$ cat src/rtl/ttl_74148_latched.sv
// Latched 74148-style priority encoder: sticky request capture, code held until Ack, one-cycle gap after.
// Define TTL_74148_LATCHED_LEVEL_EN for level-sensitive requests (default: falling-edge capture).
module ttl_74148_latched #(
   parameter int WIDTH_IN   = 8,
   parameter int WIDTH_OUT  = $clog2(WIDTH_IN),
   parameter int DELAY_RISE = 0,
   parameter int DELAY_FALL = 0
) (
   input  logic                 Clk,
   input  logic                 Clear_bar,
   input  logic                 Enable_bar,
   input  logic [WIDTH_IN-1:0]  D_bar,
   input  logic                 Ack,
   output logic [WIDTH_OUT-1:0] A_bar,
   output logic                 GS_bar,
   output logic                 EO_bar
);

   typedef enum logic [1:0] {S_IDLE, S_PRESENT, S_RECOVER} state_t;

   state_t               r_state;
   logic [WIDTH_OUT-1:0] r_code;
   logic [WIDTH_IN-1:0]  r_pending;
   logic [WIDTH_IN-1:0]  w_set;
   logic [WIDTH_IN-1:0]  w_clr;
   logic [WIDTH_OUT-1:0] w_top;
   logic                 w_present;

   // Propagation delays have no synthesizable meaning; they are accepted for pin compatibility only.
   if (DELAY_RISE < 0 || DELAY_FALL < 0) begin : g_delay_unused
   end

`ifdef TTL_74148_LATCHED_LEVEL_EN
   assign w_set = ~D_bar;
`else
   logic [WIDTH_IN-1:0] r_d_prev;

   always_ff @(posedge Clk or negedge Clear_bar) begin
      if (!Clear_bar) r_d_prev <= '1;
      else            r_d_prev <= D_bar;
   end

   assign w_set = r_d_prev & ~D_bar;
`endif

   // Ascending scan: the last hit is the highest pending index.
   always_comb begin
      w_top = '0;
      for (int i = 0; i < WIDTH_IN; i++)
         if (r_pending[i]) w_top = WIDTH_OUT'(i);
   end

   always_comb begin
      w_clr = '0;
      if (r_state == S_PRESENT && Ack) w_clr[r_code] = 1'b1;
   end

   always_ff @(posedge Clk or negedge Clear_bar) begin
      if (!Clear_bar) begin
         r_state   <= S_IDLE;
         r_code    <= '0;
         r_pending <= '0;
      end else begin
         // set is OR'd after clear so a re-request on the acked bit survives
         r_pending <= (r_pending & ~w_clr) | w_set;
         case (r_state)
            S_IDLE: begin
               if (!Enable_bar && r_pending != '0) begin
                  r_code  <= w_top;
                  r_state <= S_PRESENT;
               end
            end
            S_PRESENT: if (Ack) r_state <= S_RECOVER;
            S_RECOVER: r_state <= S_IDLE;
            default:   r_state <= S_IDLE;
         endcase
      end
   end

   assign w_present = Clear_bar && !Enable_bar && r_state == S_PRESENT;
   assign A_bar     = w_present ? ~r_code : '1;
   assign GS_bar    = ~w_present;
   assign EO_bar    = ~(Clear_bar && !Enable_bar && r_state == S_IDLE && r_pending == '0);

endmodule

$ cat config.mk
export PLATFORM = sky130hd
export DESIGN_NAME = ttl_74148_latched
export DESIGN_NICKNAME = d
export VERILOG_FILES = /design/src/rtl/ttl_74148_latched.sv
export SDC_FILE = /design/constraint.sdc
export NUM_CORES = 1
export LEC_CHECK = 0
export ABC_AREA = 1
export CORE_ASPECT_RATIO = 1.2
export CORE_MARGIN = 8
export CORE_UTILIZATION = 45
export DETAILED_ROUTE_END_ITERATION = 7
export PLACE_DENSITY = 0.77
export SYNTH_ARGS = -nofsm -noshare
export SYNTH_HDL_FRONTEND = slang
export SYNTH_SLANG_ARGS = --single-unit
export TNS_END_PERCENT = 50
$ cat constraint.sdc
create_clock -name Clk -period 1.61 [get_ports Clk]
set_clock_uncertainty 0.05 [all_clocks]
set_input_delay 0.483 -clock Clk [delete_from_list [all_inputs] [get_ports Clk]]
set_output_delay 0.483 -clock Clk [all_outputs]
set_load 0.02 [all_outputs]
* Yosys cells after proc, flatten, opt, wreduce, memory -nomap -nowiden
Index checks and enable logic that the tools add are counted.
Storage, ports and cells: bits in registers 21, input port bits 12
Operators by class: order comparisons 2, equal/unequal tests 3, multiplexer cells 14, bitwise logic cells 8, reductions and logical operators 13
Operators by type and width (number):
- $mux W3 | 7
- $and A8 B8 Y8 | 2
- $not A8 Y8 | 2
- $logic_not A8 Y1 | 1
- $mux W8 | 1
- $or A8 B8 Y8 | 1
- $reduce_bool A8 Y1 | 1
- $logic_and A1 B1 Y1 | 7
- $lt A3 B4 Y1 const B | 1
- $mux W2 | 2
- $ne A2 B2 Y1 const B | 2
- $pmux W2 S2 | 1
- $reduce_and A2 Y1 | 2
- $demux W1 S3 | 1
- $ge A3 B1 Y1 const B | 1
- $not A3 Y3 | 1
- $eq A2 B1 Y1 const B | 1
- $logic_not A2 Y1 | 1
- $mux W1 | 2
- $not A1 Y1 | 2
- $logic_not A1 Y1 | 1

* Depth between registers and ports, before layout
Gate-level depths: netlist of run 1.
depth in word-level cells 8, mapped depth 9, depth with buffers taken out 9

* Least setup slack after synthesis of run 1
OpenSTA, ideal clock, no wires.
path kind input port to output port, from in Enable_bar, to out A_bar[0], arrival time 1.108 ns, data required time 1.077 ns, path slack -0.031 ns, stages 4, path through inv_1 nand4_1 inv_1 nand2_1
Between the ends: cells in the longest elaborated chain, start to end 4
RTL lines:
- from (decl) | line 11 | input logic Enable_bar,
- $logic_not A1 Y1 | line 80 | assign w_present = Clear_bar && !Enable_bar && r_state == S_PRESENT;
- $logic_and A1 B1 Y1 (2 in series) | line 80
- $mux W3 | line 81 | assign A_bar = w_present ? ~r_code : '1;
- to (decl) | line 14 | output logic [WIDTH_OUT-1:0] A_bar,
Every way passes these cells.

* Final worst setup path of run 1
from reg r_pending[5], to out EO_bar
Between the ends: cells in the longest elaborated chain, start to end 3
RTL lines:
- from (decl) | line 23 | logic [WIDTH_IN-1:0] r_pending;
- from (signal assigned) | line 65 | r_pending <= (r_pending & ~w_clr) | w_set;
- $logic_not A8 Y1 | line 83 | assign EO_bar = ~(Clear_bar && !Enable_bar && r_state == S_IDLE && r_pending == '0);
- $logic_and A1 B1 Y1 | line 83
- $not A1 Y1 | line 83
- to (decl) | line 16 | output logic EO_bar
Every way passes these cells.

==> implementation parameters, run 1 <==
Parameter                              Value

Floorplan
  Die Wd    56.9 um
  Placement Rows    17
  Initial Util    48.2%
  Total core area    1870 um2
  Die Outline Area    3700 um2
  I/O Pins    17
  Die Ht    65.0 um

GRT
  Grt ovf    0
  Aggregate global-route resource usage    11.9%
  Most used routing layer in global routing    met2
  Pin count of the biggest net entering global routing    15
  Global-route met3 utilization    3.12%
  First-pass GRT wire length    3590 um
  Global-route track usage on met2    19.9%
  Routing usage on met1    13.1%
  Antenna violations before repair    0
  Via count of the first global-routing pass    860

Place
  Post-DP HPWL    1520 um
  DP Cell Count    148
  Area after DPL    1210 um2
  Routability congestion estimate from global placement    0.788
  Quantity of I/O buffers inserted on ports    16

Setup path
  Kind of capture point of the worst setup path    output pin
  Crit path cell chain    nor2_2 > nand3_2 > nor2_4 > nand3_2 > buf_6
  Dominant cell type by count on the critical path    sky130_fd_sc_hd__nand3_2
  Critical path buffer and inverter count    1
  Arrival time reported for the critical path endpoint    1.32 ns
  Critical path data required time    1.08 ns
  Crit path max-delay cell type    sky130_fd_sc_hd__dfrtp_1
  Start-to-end type of the worst setup path    register to output pin
  Critical Path Fanout Max    2
  Cell family with the largest share of critical-path delay    simple AND/OR/NAND/NOR gates
  Beginning of the worst register-to-register path    r_state[1]
  Nature of the critical path startpoint    register
  Worst reg2reg path endpoint    r_pending[7]
  Number of cells on the worst reg-to-reg path    8
  R2R Setup Slk    0.24 ns
  Slowest cell delay on critical path    0.41 ns

Timing
  Setup TNS    -0.739 ns
  Total count of max-transition violations in the final report    0
  Min Hold Slack    0.186 ns
  Transition at the pin with the smallest max-transition slack    0.201 ns
  Count of final setup violators    5
  Worst-case setup margin in the final layout    -0.241 ns
  Final min period    1.85 ns
  Max Clock Freq    540 MHz
  Normalized max-slew margin    86.5%
  Unrepaired setup endpoints after global routing    yes
  Share of the clock period used by the worst path after layout    115%
  Number of hold violations in the final report    0

Power and ir drop
  Sequential share of power    47.3%
  Total power divided by cell area    1170 nW/um2
  Internal power component    0.000975 W
  Overall power after layout    0.00149 W
  Static leakage    0.604 nW
  Switching portion of total power    34.5%
  Comb pwr share    35.1%
  Clock group share of total power    17.6%
  P_sw    0.000514 W
  Maximum vdd ir drop    0.000700 V

Final layout
  Number of nets in the final layout    149
  Area Overhead vs Synth    41.2%
  Ratio of cells with drive above 1 in the final layout    38.2%
  Number of inserted diodes    0
  Count of non-filler cells in the finished layout    155
  Fin area    1270 um2
  Number of fillers in the final layout    156

Clock network
  Reg clk slew, reported paths    0.11 ns
  Cts bufs inserted    3
  H-Tree Level Count    1
  TritonCTS Sinks    21
  Root Buffer    sky130_fd_sc_hd__clkbuf_4
  Quantity of hold-fixing buffers added after cts    0
  Clock Latency Late Sink    0.32 ns
  TritonCTS clock tree    built
  Number of buffers between clock root and the deepest sink    2

Synth
  Synthesis Warnings    0
  Count of cell types in the netlist    14
  Number of synthesized register bits    21
  Dominant combinational cell family by area after synthesis    simple AND/OR/NAND/NOR gates
  Area share of and/or/nand/nor cells after synthesis    19.8%
  Post-synthesis area per instance    9.30 um2
  Largest area contributor in the netlist    sky130_fd_sc_hd__dfrtp_1
  Seq/Total Area, Yosys    59.4%
  Cell area after technology mapping    902 um2
  Fraction of the mapped netlist area in compound gates    11.7%
  Fraction of synthesized area in multiplexers    0%
  Adder-Cell Fraction of Synth Area    0%
  Portion of synthesized cell area occupied by the leading cell type    36.1%
  Nets in the synthesized netlist    109
  Ranking of synthesized cells by area    sky130_fd_sc_hd__dfrtp_1 (36%), sky130_fd_sc_hd__dfstp_2 (23%), sky130_fd_sc_hd__o21ai_1 (11%)
  Synthesized-area fraction occupied by xor and xnor cells    0%
  Syn Inst Count    97

Outcome
  Violated checks    setup timing
  Result of the run    finished, violations left

Route
  Detailed-route vias per instance    5.06
  Total number of vias    785
  First-pass DRT Iterations    4
  DRT iter0 DRCs    16
  Number of nets with antenna violations after routing    0
  DRC Markers    0
  Final routed wire length divided by cell count    12.7 um
  Routed WL    1970 um

Flow run
  Max Cap Viol    0

Min path
  Class of the tightest hold or removal check    input pin to async pin
layout make-up:
type	count	area [um2]	area share, %
Tap cell	19	23.8	1.87
Timing Repair Buffer	35	309	24.3
Clock buffer	4	26.3	2.06
Sequential cell	21	536	42.0
Multi-Input combinational cell	54	297	23.3
Inverter	22	82.6	6.48
placed cells by master (no fill, tap or decap):
cell type / n
sky130_fd_sc_hd__o21ai_1: 20
sky130_fd_sc_hd__inv_1: 19
sky130_fd_sc_hd__buf_4: 19
sky130_fd_sc_hd__nand2_1: 16
sky130_fd_sc_hd__dfrtp_1: 13
sky130_fd_sc_hd__clkdlybuf4s50_1: 9
sky130_fd_sc_hd__dfstp_2: 8
sky130_fd_sc_hd__nand2_2: 6
sky130_fd_sc_hd__buf_6: 5
sky130_fd_sc_hd__inv_2: 3
sky130_fd_sc_hd__nor2_2: 3
sky130_fd_sc_hd__clkbuf_4: 3
sky130_fd_sc_hd__nor2_4: 2
sky130_fd_sc_hd__nand3_2: 2
sky130_fd_sc_hd__clkdlybuf4s15_1: 2
sky130_fd_sc_hd__nand4_1: 1
sky130_fd_sc_hd__nand3_4: 1
sky130_fd_sc_hd__nor2_1: 1
sky130_fd_sc_hd__o21ai_0: 1
sky130_fd_sc_hd__nand3_1: 1
sky130_fd_sc_hd__clkbuf_1: 1
power by group through the flow:
stage          logic [W]  clock network [W]  registers (W)
6_report        0.000523           0.000262       0.000704
2_1_floorplan   0.000238                  0       0.000706
5_1_grt         0.000586           0.000282       0.000716
3_5_place_dp    0.000487                  0       0.000704
3_3_place_gp    0.000471                  0       0.000696
4_1_cts         0.000515           0.000267       0.000701
per-layer routing:
metal / wire length [um] / vias up
met3: 93 / 7
met1: 783 / 379
li1: - / 376
met5: 0 / -
met2: 1030 / 23
met4: 68 / 0
kinds of logic (layout without fill, tap and decap cells):
kind of cell           Yosys count  in the layout
AOI/OAI and AO/OA               21             21
buffers and inverters           22             61
DFF                             21             21
and+or+nand+nor                 33             33
through the flow:
stage               setup slack [ns]  utilization, %
global route                  -0.314            68.0
finish                        -0.241            68.0
CTS                           -0.228            67.6
floorplan                    -0.0195               -
global placement              -0.780            64.4
detailed placement            -0.810            64.4
registers in the layout, summed over array words and instances (netlist names):
name       cells
r_state        2
r_code         3
r_d_prev       8
r_pending      8
what timing repair did:
item	4_1_cts	5_1_grt
pin swaps	3	1
buffers inserted	2	1
setup endpoints to repair	5	5
endpoints found under the hold margin	0	0
resized for setup	40	1
cells in the mapped netlist:
library cell and count:
sky130_fd_sc_hd__nor2_1 1, sky130_fd_sc_hd__nor2_4 2, sky130_fd_sc_hd__nand4_1 1, sky130_fd_sc_hd__nand3_2 1, sky130_fd_sc_hd__nand2_1 19, sky130_fd_sc_hd__nor2_2 3
sky130_fd_sc_hd__nand2_2 3, sky130_fd_sc_hd__dfrtp_1 13, sky130_fd_sc_hd__inv_1 22, sky130_fd_sc_hd__o21ai_0 1, sky130_fd_sc_hd__nand3_1 2, sky130_fd_sc_hd__dfstp_2 8
sky130_fd_sc_hd__o21ai_1 20, sky130_fd_sc_hd__nand3_4 1
how the worst max path moves through the flow:
stage	from	end	slack, ns	cells past startpoint
3_3_place_gp	Clear_bar	A_bar[0]	-0.78	5
4_1_cts	r_pending[4]	EO_bar	-0.23	5
5_1_grt	r_pending[5]	EO_bar	-0.31	5
2_1_floorplan	Enable_bar	A_bar[0]	-0.02	4
3_5_place_dp	Clear_bar	A_bar[0]	-0.81	5
6_report	r_pending[5]	EO_bar	-0.24	5
No activity file was read; power rests on OpenSTA's default activity.
==> run 2, diff against run 1 <==
Settings changed: ABC_CLOCK_PERIOD_IN_PS set to 1610, CORE_UTILIZATION 45 to 49, PLACE_DENSITY 0.77 to 0.82.
==> implementation parameters, run 2 (synthesis gave the netlist of run 1 again) <==
Parameter                              Value

Setup path
  Nature of the critical path startpoint    register
  Crit path cell chain    nor2_2 > nand3_4 > nor2_4 > nand3_2 > buf_6
  Crit path max-delay cell type    sky130_fd_sc_hd__dfrtp_1
  Start-to-end type of the worst setup path    register to output pin
  Critical path data required time    1.08 ns
  Arrival time reported for the critical path endpoint    1.25 ns
  Critical Path Fanout Max    2
  First element of the critical path    r_pending[1]
  Slowest cell delay on critical path    0.40 ns
  Kind of capture point of the worst setup path    output pin
  Beginning of the worst register-to-register path    r_pending[1]

Route
  Routed WL    1840 um
  DRT iter0 DRCs    9
  Detailed-route vias per instance    4.81
  Final routed wire length divided by cell count    11.9 um
  DRC Markers    0
  Total number of vias    745
  First-pass DRT Iterations    4
  Number of nets with antenna violations after routing    0

Floorplan
  Die Wd    55.2 um
  Initial Util    50.5%
  Placement Rows    17
  I/O Pins    17
  Die Ht    63 um
  Total core area    1790 um2
  Die Outline Area    3480 um2

Place
  Minimum setup slack after placement    -0.783 ns
  DP Cell Count    146
  Quantity of I/O buffers inserted on ports    16
  Routability congestion estimate from global placement    0.837
  Area after DPL    1190 um2
  Post-DP HPWL    1430 um

Timing
  Number of hold violations in the final report    0
  Share of the clock period used by the worst path after layout    111%
  Max Clock Freq    561 MHz
  Unrepaired setup endpoints after global routing    yes
  Normalized max-slew margin    83.3%
  Total count of max-transition violations in the final report    0
  Final min period    1.78 ns
  Transition at the pin with the smallest max-transition slack    0.251 ns
  Worst-case setup margin in the final layout    -0.172 ns
  Count of final setup violators    4

Clock network
  H-Tree Level Count    1
  Reg clk slew, reported paths    0.10 ns
  Root Buffer    sky130_fd_sc_hd__clkbuf_4
  Number of buffers between clock root and the deepest sink    2
  TritonCTS Sinks    21
  Cts bufs inserted    3
  Clock Latency Late Sink    0.29 ns
  TritonCTS clock tree    built

Flow run
  Max Cap Viol    0

GRT
  Pin count of the biggest net entering global routing    21
  Antenna violations before repair    0
  First-pass GRT wire length    3260 um
  Via count of the first global-routing pass    828
  Aggregate global-route resource usage    12.2%
  Grt ovf    0

Power and ir drop
  Sequential share of power    48.3%
  Maximum vdd ir drop    0.000858 V
  Comb pwr share    35.2%
  Internal power component    0.000968 W
  Overall power after layout    0.00145 W
  P_sw    0.000479 W
  Switching portion of total power    33.1%
  Static leakage    0.601 nW
  Clock group share of total power    16.5%
  Total power divided by cell area    1140 nW/um2

Final layout
  Top Registers    r_d_prev (8), r_pending (8), r_code (3)
  Number of inserted diodes    0
  Number of nets in the final layout    149
  Area Overhead vs Synth    40.2%
  Number of fillers in the final layout    129
  Fin area    1260 um2
  Commonest cells after routing, fill and taps aside    sky130_fd_sc_hd__inv_1 (20), sky130_fd_sc_hd__o21ai_1 (20), sky130_fd_sc_hd__buf_4 (19), sky130_fd_sc_hd__nand2_1 (17), sky130_fd_sc_hd__dfrtp_1 (13)
  Count of non-filler cells in the finished layout    155
  Ratio of cells with drive above 1 in the final layout    36.8%
  End-of-flow core utilization    70.8%

Min path
  Class of the tightest hold or removal check    input pin to async pin

Outcome
  Result of the run    finished, violations left
  Violated checks    setup timing
run 2: power by group through the flow:
stage / combinational (W) / sequential [W] / clock, W
after detailed placement: 0.000481 / 0.000703 / 0
final: 0.000509 / 0.000699 / 0.000239
after CTS: 0.000502 / 0.000692 / 0.000249
after global placement: 0.000459 / 0.000699 / 0
after floorplan: 0.000238 / 0.000706 / 0
after global routing: 0.000567 / 0.000708 / 0.000278
run 2: worst paths after layout:
| path | to | slack, ns | depth (start not counted) |
|---|---|---|---|
| max | EO_bar | -0.17 | 5 |
| min | r_code[2] | 0.17 | 2 |
| max reg2reg | r_state[0] | 0.29 | 6 |
| min reg2reg | r_pending[7] | 0.44 | 2 |
| max in group asynchronous | r_d_prev[5] | 0.99 | 2 |
| min in group Clk | r_pending[7] | 0.44 | 2 |
run 2: per-stage QoR:
step	TNS (ns)	hold slack, ns
after floorplan	-0.0586	0.137
after global placement	-3.55	0.427
after global routing	-0.923	0.163
final	-0.442	0.167
after detailed placement	-4.03	0.430
after CTS	-0.537	0.167
run 2: per-layer routing:
metal	GRT usage, %	vias to the layer above	wire (um)
met2	20.9	16	983
met4	5.72	0	26
li1	-	381	-
met3	2.86	4	97
met5	0	-	0
met1	12.9	344	730
run 2: cell type report:
type / instances / area, um2 / area share [%]
clock buffer: 4 / 26.3 / 2.08
inverter: 22 / 82.6 / 6.53
multi-input combinational: 54 / 294 / 23.2
sequential: 21 / 536 / 42.3
tap: 19 / 23.8 / 1.88
timing repair buffer: 35 / 303 / 23.9
run 2: worst max-delay path: cells and delay by family (launching register included):
kind / cells / cell delay [ns]
buffers and inverters: 1 / 0.13
DFF: 1 / 0.40
and+or+nand+nor: 4 / 0.43
run 2: what timing repair did:
item,4_1_cts,5_1_grt
pin swaps,6,4
endpoints found under the setup margin,5,5
setup buffers,4,1
hold buffers,0,0
resized for setup,33,4
endpoints found under the hold margin,0,0
